File: config.mk
export PLATFORM = sky130hd
export DESIGN_NAME = text_mode_ctrl
export DESIGN_NICKNAME = d
export VERILOG_FILES = /design/src/rtl/text_mode_pkg.sv /design/src/rtl/cursor_blink.sv /design/src/rtl/text_mode_ctrl.sv
export SDC_FILE = /design/constraint.sdc
export NUM_CORES = 1
export LEC_CHECK = 0
export CORE_MARGIN = 2
export CORE_UTILIZATION = 36
export DETAILED_ROUTE_END_ITERATION = 8
export PLACE_DENSITY = 0.86
export SYNTH_ARGS = -nofsm -noshare
export SYNTH_HDL_FRONTEND = slang
export SYNTH_SLANG_ARGS = --single-unit
File: constraint.sdc
create_clock -name clk -period 2.35 [get_ports clk]
set_input_delay 0.3525 -clock clk [delete_from_list [all_inputs] [get_ports clk]]
set_output_delay 0.3525 -clock clk [all_outputs]
set_load 0.05 [all_outputs]
File: src/rtl/text_mode_pkg.sv
// Shared cell layout and field widths for the text-mode display pipeline.
package text_mode_pkg;

   localparam int CELL_W   = 16;
   localparam int CODE_W   = 8;
   localparam int COLOR_W  = 4;
   localparam int CODE_LSB = 0;
   localparam int FG_LSB   = 8;
   localparam int BG_LSB   = 12;

   typedef struct packed {
      logic [COLOR_W-1:0] bg;
      logic [COLOR_W-1:0] fg;
      logic [CODE_W-1:0]  code;
   } cell_t;

endpackage

File: src/rtl/cursor_blink.sv
// Counts vsync rising edges and toggles the cursor blink phase every BLINK_FRAMES frames.
module cursor_blink #(
   parameter int BLINK_FRAMES = 32
) (
   input  logic clk,
   input  logic rst_n,
   input  logic vsync,
   output logic phase
);

   localparam int CW = (BLINK_FRAMES > 1) ? $clog2(BLINK_FRAMES) : 1;

   logic          vsync_prev_reg;
   logic [CW-1:0] count_reg;
   logic          phase_reg;

   always_ff @(posedge clk) begin
      if (!rst_n) begin
         vsync_prev_reg <= 1'b0;
         count_reg      <= '0;
         phase_reg      <= 1'b0;
      end else begin
         vsync_prev_reg <= vsync;
         // A vsync held high is one frame; only the low-to-high transition counts.
         if (vsync && !vsync_prev_reg) begin
            if (count_reg == CW'(BLINK_FRAMES - 1)) begin
               count_reg <= '0;
               phase_reg <= ~phase_reg;
            end else begin
               count_reg <= count_reg + 1'b1;
            end
         end
      end
   end

   assign phase = phase_reg;

endmodule

File: src/rtl/text_mode_ctrl.sv
// Three-stage text-mode pixel pipeline: cell fetch, glyph-row fetch, bit select and colour,
// with matching sync delay and a blinking hardware cursor.
module text_mode_ctrl
   import text_mode_pkg::*;
#(
   parameter int FONT_WIDTH   = 8,
   parameter int FONT_HEIGHT  = 16,
   parameter int N_CHARS      = 256,
   parameter int COLS         = 80,
   parameter int ROWS         = 30,
   parameter int HW           = 10,
   parameter int BLINK_FRAMES = 32,
   parameter int CURSOR_START = 14
) (
   input  logic                           clk,
   input  logic                           rst_n,
   input  logic [HW-1:0]                  hcount,
   input  logic [HW-1:0]                  vcount,
   input  logic                           active_in,
   input  logic                           hsync_in,
   input  logic                           vsync_in,
   input  logic                           enable,
   input  logic                           cursor_en,
   input  logic [$clog2(COLS)-1:0]        cursor_col,
   input  logic [$clog2(ROWS)-1:0]        cursor_row,
   output logic [$clog2(COLS*ROWS)-1:0]   cell_addr,
   input  logic [CELL_W-1:0]              cell_data,
   output logic [$clog2(N_CHARS)-1:0]     codepoint,
   output logic [$clog2(FONT_HEIGHT)-1:0] glyph_row,
   input  logic [FONT_WIDTH-1:0]          bitmap_row,
   output logic [COLOR_W-1:0]             pixel,
   output logic                           active_out,
   output logic                           hsync_out,
   output logic                           vsync_out
);

   localparam int CP_W   = $clog2(N_CHARS);
   localparam int GR_W   = $clog2(FONT_HEIGHT);
   localparam int FC_W   = $clog2(FONT_WIDTH);
   localparam int COL_W  = $clog2(COLS);
   localparam int ROW_W  = $clog2(ROWS);
   localparam int ADDR_W = $clog2(COLS*ROWS);

   logic blink_phase;

   cursor_blink #(
      .BLINK_FRAMES (BLINK_FRAMES)
   ) u_cursor_blink (
      .clk   (clk),
      .rst_n (rst_n),
      .vsync (vsync_in),
      .phase (blink_phase)
   );

   // Stage 0: cell address and cursor hit from the raster counters.
   logic [HW-1:0]     cell_x;
   logic [HW-1:0]     cell_y;
   logic [ADDR_W-1:0] lin_addr;
   logic              col_ok;
   logic              row_ok;
   logic              hit_s0;

   assign cell_x    = hcount >> FC_W;
   assign cell_y    = vcount >> GR_W;
   assign lin_addr  = ADDR_W'(cell_y) * ADDR_W'(COLS) + ADDR_W'(cell_x);
   assign cell_addr = active_in ? lin_addr : '0;

   assign col_ok = ({1'b0, cursor_col} < (COL_W+1)'(COLS)) && (cell_x == HW'(cursor_col));
   assign row_ok = ({1'b0, cursor_row} < (ROW_W+1)'(ROWS)) && (cell_y == HW'(cursor_row));
   assign hit_s0 = cursor_en && !blink_phase && col_ok && row_ok;

   logic [FC_W-1:0] col_s1_reg;
   logic [GR_W-1:0] row_s1_reg;
   logic            active_s1_reg, hsync_s1_reg, vsync_s1_reg, hit_s1_reg;

   always_ff @(posedge clk) begin
      if (!rst_n) begin
         col_s1_reg    <= '0;
         row_s1_reg    <= '0;
         active_s1_reg <= 1'b0;
         hsync_s1_reg  <= 1'b0;
         vsync_s1_reg  <= 1'b0;
         hit_s1_reg    <= 1'b0;
      end else begin
         col_s1_reg    <= hcount[FC_W-1:0];
         row_s1_reg    <= vcount[GR_W-1:0];
         active_s1_reg <= active_in;
         hsync_s1_reg  <= hsync_in;
         vsync_s1_reg  <= vsync_in;
         hit_s1_reg    <= hit_s0;
      end
   end

   // Stage 1: cell word has arrived; address the font ROM.
   assign codepoint = cell_data[CODE_LSB +: CP_W];
   assign glyph_row = row_s1_reg;

   logic [FC_W-1:0]    col_s2_reg;
   logic [GR_W-1:0]    row_s2_reg;
   logic [COLOR_W-1:0] fg_s2_reg, bg_s2_reg;
   logic               active_s2_reg, hsync_s2_reg, vsync_s2_reg, hit_s2_reg;

   always_ff @(posedge clk) begin
      if (!rst_n) begin
         col_s2_reg    <= '0;
         row_s2_reg    <= '0;
         fg_s2_reg     <= '0;
         bg_s2_reg     <= '0;
         active_s2_reg <= 1'b0;
         hsync_s2_reg  <= 1'b0;
         vsync_s2_reg  <= 1'b0;
         hit_s2_reg    <= 1'b0;
      end else begin
         col_s2_reg    <= col_s1_reg;
         row_s2_reg    <= row_s1_reg;
         fg_s2_reg     <= cell_data[FG_LSB +: COLOR_W];
         bg_s2_reg     <= cell_data[BG_LSB +: COLOR_W];
         active_s2_reg <= active_s1_reg;
         hsync_s2_reg  <= hsync_s1_reg;
         vsync_s2_reg  <= vsync_s1_reg;
         hit_s2_reg    <= hit_s1_reg;
      end
   end

   // Stage 2: mirror the ROM row so index 0 is the leftmost (MSB) pixel.
   logic [FONT_WIDTH-1:0] glyph_bits;

   generate
      for (genvar gi = 0; gi < FONT_WIDTH; gi++) begin : g_mirror
         assign glyph_bits[gi] = bitmap_row[FONT_WIDTH-1-gi];
      end
   endgenerate

   logic               cursor_inv;
   logic               pix_bit;
   logic [COLOR_W-1:0] pixel_next;

   assign cursor_inv = hit_s2_reg && (row_s2_reg >= GR_W'(CURSOR_START));
   assign pix_bit    = glyph_bits[col_s2_reg] ^ cursor_inv;
   assign pixel_next = (active_s2_reg && enable) ? (pix_bit ? fg_s2_reg : bg_s2_reg) : '0;

   logic [COLOR_W-1:0] pixel_reg;
   logic               active_out_reg, hsync_out_reg, vsync_out_reg;

   always_ff @(posedge clk) begin
      if (!rst_n) begin
         pixel_reg      <= '0;
         active_out_reg <= 1'b0;
         hsync_out_reg  <= 1'b0;
         vsync_out_reg  <= 1'b0;
      end else begin
         pixel_reg      <= pixel_next;
         active_out_reg <= active_s2_reg;
         hsync_out_reg  <= hsync_s2_reg;
         vsync_out_reg  <= vsync_s2_reg;
      end
   end

   assign pixel      = pixel_reg;
   assign active_out = active_out_reg;
   assign hsync_out  = hsync_out_reg;
   assign vsync_out  = vsync_out_reg;

endmodule

After elaboration in Yosys (flattened, before gate mapping)
Cells that the tools add are included.

Input port bits: 63. Register bits after elaboration: 43. Output and inout bits: 31.

Mux-type cells: 5. Add/sub/neg operators: 2. Magnitude comparators: 4. Multipliers: 1. Eq/ne operators: 3. Bitwise logic cells: 2. Reduce and logical (&&, ||, !) cells: 12.

Operators by type and width (count): 12-bit by 7-bit adder with 12-bit output (1); 12-bit 2-to-1 mux (1); 1-bit logical AND (8); 6-bit by 3-bit multiplier with 8-bit output, second input constant (1); 7-bit equality test (1); 7-bit < comparator, second input constant (1); 6-bit by 5-bit equality test with 1-bit output (1); 5-bit by 1-bit adder with 5-bit output, second input constant (1); 5-bit equality test, second input constant (1); 5-bit < comparator, second input constant (1); 5-bit 2-to-1 mux (1); 4-bit >= comparator, second input constant (1); 3-bit by 4-bit < comparator with 1-bit output, second input constant (1); 4-bit 2-to-1 mux (1); 2-bit AND reduction (2); 1-bit binary-select mux with 3-bit select (1); 1-bit zero test (2); 1-bit 2-to-1 mux (1); 1-bit NOT (1); 1-bit XOR (1).

Depth between registers and ports, before layout
Word-level depth: 4. Depth in mapped cells: 9.

Cells and area by module
From an unflattened synthesis, not the netlist that was laid out.

Cell total of the unflattened synthesis: 204. Area, all modules: 2038.2 um2.

By module, submodules not included: text_mode_ctrl (cells an instance 172, sequential area each 720.7 um2, instances 1, area an instance 1711.6 um2); cursor_blink (cells an instance 32, sequential area each 140.1 um2, instances 1, area an instance 326.6 um2).

Worst setup path before layout
Ideal clock, no wire load.

Path kind: input to output. Start: input vcount[5]. End: output cell_addr[11]. Data arrival time: 2.919 ns. Cell stages on the path: 7. Path slack: -0.922 ns. Buffers on the path: 0. Cell sequence: ha_1 -> ha_1 -> inv_1 -> fa_1 -> nor3b_1 -> nand3_1 -> o21ai_0.

Cells in the longest elaborated chain, start to end: 3.

Ends and longest elaborated chain: start: declaration (line text_mode_ctrl.sv:18) `input logic [HW-1:0] vcount,`; 6-bit by 3-bit multiplier with 8-bit output (line text_mode_ctrl.sv:65) `assign lin_addr = ADDR_W'(cell_y) * ADDR_W'(COLS) + ADDR_W'(cell_x);`; 12-bit by 7-bit adder with 12-bit output (line text_mode_ctrl.sv:65); 12-bit 2-to-1 mux (line text_mode_ctrl.sv:66) `assign cell_addr = active_in ? lin_addr : '0;`; end: declaration (line text_mode_ctrl.sv:26) `output logic [$clog2(COLS*ROWS)-1:0] cell_addr,`.

Every way passes these cells.

Worst setup path after layout
Same ends and word-level chain as after synthesis.

==> flow_summary.toml <==
[run_status]
status = "finished, violations left"
violations = "setup timing"

[timing]
max_freq_ghz = 0.3865
fin_setup_tns_ns = -0.4490
clock-skew-final_ns = 0.003662
setup_violations = 4
slew_headroom = 0.6551
layout_setup_ws_ns = -0.2372
timing_hold_violations_final = 0
final.period_utilization = 1.101
grt_setup_unrepaired = "yes"
min_period_ns = 2.587
tightest_slew_ns = 0.5157
final-max-slew-violation-count = 0

[route]
drt-pass1-iter-count = 4
detail_route.wirelength_mm = 5.028
ant_nets = 0
drc = 0
drt-initial-drc-count = 33
num_vias = 1697
avgViaCountPerCell = 4.586
drt-wirelength-per-cell_um = 13.59

[grt]
number_of_global_route_vias_before_repair = 1693
groute.usage.overall = 0.1610
grt_max_degree = 38
initial_antenna_violation_count = 0
grt_pass1_wl_mm = 7.617
gr-total-overflow = 0

[cts]
cts_sinks = 42
postCtsHoldBufs = 0
worst_skew_pair.late_latency_ns = 0.29
clk_pin_slew_ns = 0.07
tritoncts_clock_tree = "done"
cts_made_buffers = 5
clock-root-buffer = "sky130_fd_sc_hd__clkbuf_8"
max-clock-path-buffers = 2
clock_tree.htree_level_count = 2

[place]
numPortBuffers = 77
post-place-cells = 355
placement.setup.worst_slack_ns = -0.7568
dp_hpwl_mm = 3.626
place.gp.congestion = 0.8435
dpl_cell_area_sq_um = 3087

[yosys]
synthArstFlopShare = 0
synth_compound_area_frac = 0.05434
yosys.area_share.adder = 0.1012
synth_sequential_area_ratio = 0.4197
post_synth_mux_area_share = 0.06309
syn-instance-count = 202
synth-edff-count = 0
synth.yosys.warnings = 0
synth_xor_area_frac = 0.08682
synthSimpleGateAreaFrac = 0.2149
syn_avg_cell_area_sq_um = 9.917
synth_flop_cell = "sky130_fd_sc_hd__dfxtp_1"
synth_top_family_by_area = "simple AND/OR/NAND/NOR gates"
yosys_register_bits = 42
synth.net_count = 280
synthesis.area_sq_um = 2003
synth.distinct_cells = 33

[worst_setup_path]
critPathLaunchType = "input pin"
timing_worst_setup_path_type = "in -> out"
category_of_the_worst_setup_path_capture_point = "output port"
worst-endpoint-arrival_ns = 2.23
crit_required_ns = 2.00
worst-r2r-cell-count = 5
path_max_fanout = 2

[floorplan]
dieHeight_um = 78.60
pin_count = 94
fp.coreArea_sq_um = 5439
fp-row-count = 27
floorplan.die_area_sq_um = 6177
floorplan.initialDensity = 0.3683
die_width_um = 78.60

[worst_hold_path]
worst_hold_path_type = "reg -> reg"
worst_hold_path.num_cells = 1

[cells_and_area]
insertedDiodeCount = 0
finish.instance_area_sq_um = 3430
fillers = 425
post-route-util = 0.6306
layout_cell_share_with_drive_strength_beyond_1 = 0.2752
layout.cells.non_filler = 370
largest_register_ffs = 5
signed_area_change_from_the_synthesized_netlist_to_the_final_layout_pct = 71.21
final_net_count = 375

[run]
cap_violations = 0

[power_and_ir_drop]
pleak_nw = 1.396
ir_drop_uv = 341.6
power.density_nw_per_um2 = 577.7
## layer usage
| metal | track usage | share of wire |
|---|---|---|
| met5 | 0 | 0 |
| met4 | 0.08947 | 0.034 |
| met3 | 0.05172 | 0.066 |
| met2 | 0.2829 | 0.51 |
| met1 | 0.1689 | 0.39 |
## path summary, 6_finish.rpt
path                                            startpoint                                        to  slack [ns]
setup / recovery                                 vcount[5]                             cell_addr[11]       -0.24
hold / removal                       hit_s1_reg$_SDFF_PN0_                     hit_s2_reg$_SDFF_PN0_        0.43
setup reg to reg  u_cursor_blink.count_reg[0]$_SDFFE_PN0P_  u_cursor_blink.count_reg[2]$_SDFFE_PN0P_        0.47
hold reg to reg                      hit_s1_reg$_SDFF_PN0_                     hit_s2_reg$_SDFF_PN0_        0.43
## synthesized netlist by cell type, types with 2 or more instances
master	instances	share of area
sky130_fd_sc_hd__nand3_1	2	0.0050
sky130_fd_sc_hd__ha_1	13	0.081
sky130_fd_sc_hd__clkbuf_1	5	0.0094
sky130_fd_sc_hd__nand4_1	5	0.016
sky130_fd_sc_hd__inv_1	11	0.021
sky130_fd_sc_hd__a21oi_1	4	0.010
sky130_fd_sc_hd__nor2b_1	6	0.019
sky130_fd_sc_hd__mux2i_1	6	0.030
sky130_fd_sc_hd__fa_1	2	0.020
sky130_fd_sc_hd__xor2_1	2	0.0087
sky130_fd_sc_hd__nand2b_1	2	0.0062
sky130_fd_sc_hd__mux4_1	2	0.026
sky130_fd_sc_hd__dfxtp_1	42	0.42
sky130_fd_sc_hd__nand2_1	4	0.0075
sky130_fd_sc_hd__a21o_1	2	0.0075
sky130_fd_sc_hd__nor2_1	13	0.024
sky130_fd_sc_hd__buf_4	8	0.030
sky130_fd_sc_hd__o21ai_0	4	0.010
sky130_fd_sc_hd__a21boi_0	2	0.0075
sky130_fd_sc_hd__xnor2_1	16	0.070
sky130_fd_sc_hd__nor3_1	4	0.010
sky130_fd_sc_hd__and2_1	36	0.11
## cells by family after synthesis
| family | after synthesis |
|---|---|
| DFF | 42 |
| AOI/OAI and AO/OA | 17 |
| muxes | 9 |
| and+or+nand+nor | 76 |
| xor gates and xnor gates | 19 |
| buffers and inverters | 24 |
| adders and majority gates | 15 |
## what timing repair did
action,in CTS,in global routing
pin swaps,26,8
endpoints found under the setup margin,7,6
resized for setup,61,6
buffers inserted,6,1
## metrics by stage
| stage | hold WS, ns | total power [mW] |
|---|---|---|
| 6_report | 0.4317 | 1.981 |
| 5_1_grt | 0.4504 | 2.061 |
| 4_1_cts | 0.4335 | 1.980 |
| 3_5_place_dp | 0.4211 | 1.347 |
| 3_3_place_gp | 0.4146 | 1.336 |
| 2_1_floorplan | 0.4119 | 1.093 |
## power by group
group	total (mW)	switching [mW]	internal (mW)
sequential	0.749	0.0107	0.738
clock	0.546	0.229	0.318
combinational	0.686	0.317	0.369
## worst max-delay path, stage by stage
cell	delay [ns]
sky130_fd_sc_hd__buf_6	0.10
sky130_fd_sc_hd__ha_4	0.26
sky130_fd_sc_hd__ha_4	0.14
sky130_fd_sc_hd__inv_2	0.04
sky130_fd_sc_hd__fa_2	0.36
sky130_fd_sc_hd__nand2b_4	0.16
sky130_fd_sc_hd__a21oi_2	0.15
sky130_fd_sc_hd__xnor2_1	0.12
sky130_fd_sc_hd__a311o_1	0.32
sky130_fd_sc_hd__o21ai_4	0.08
sky130_fd_sc_hd__buf_12	0.15
## final cells by class
type,count,area (sq um),share of cell area
Clock buffer,7,76.32,0.02225
Inverter,11,41.29,0.01204
Tap cell,72,90.09,0.02627
Clock inverter,1,30.03,0.008756
Sequential cell,42,840.8,0.2452
Multi-Input combinational cell,136,1271,0.3707
Timing Repair Buffer,101,1080,0.3148
## layout by cell type (no fill, tap or decap), drive strengths merged, types with 5 or more instances in the layout
cell type      count
nor2b              6
clkbuf             7
mux2i              7
nand4              5
ha                13
dfxtp             42
buf               41
nor2              13
inv               11
and2              36
clkdlybuf4s50     56
xnor2             16
Note: power is estimated with default switching activity, not from simulation.
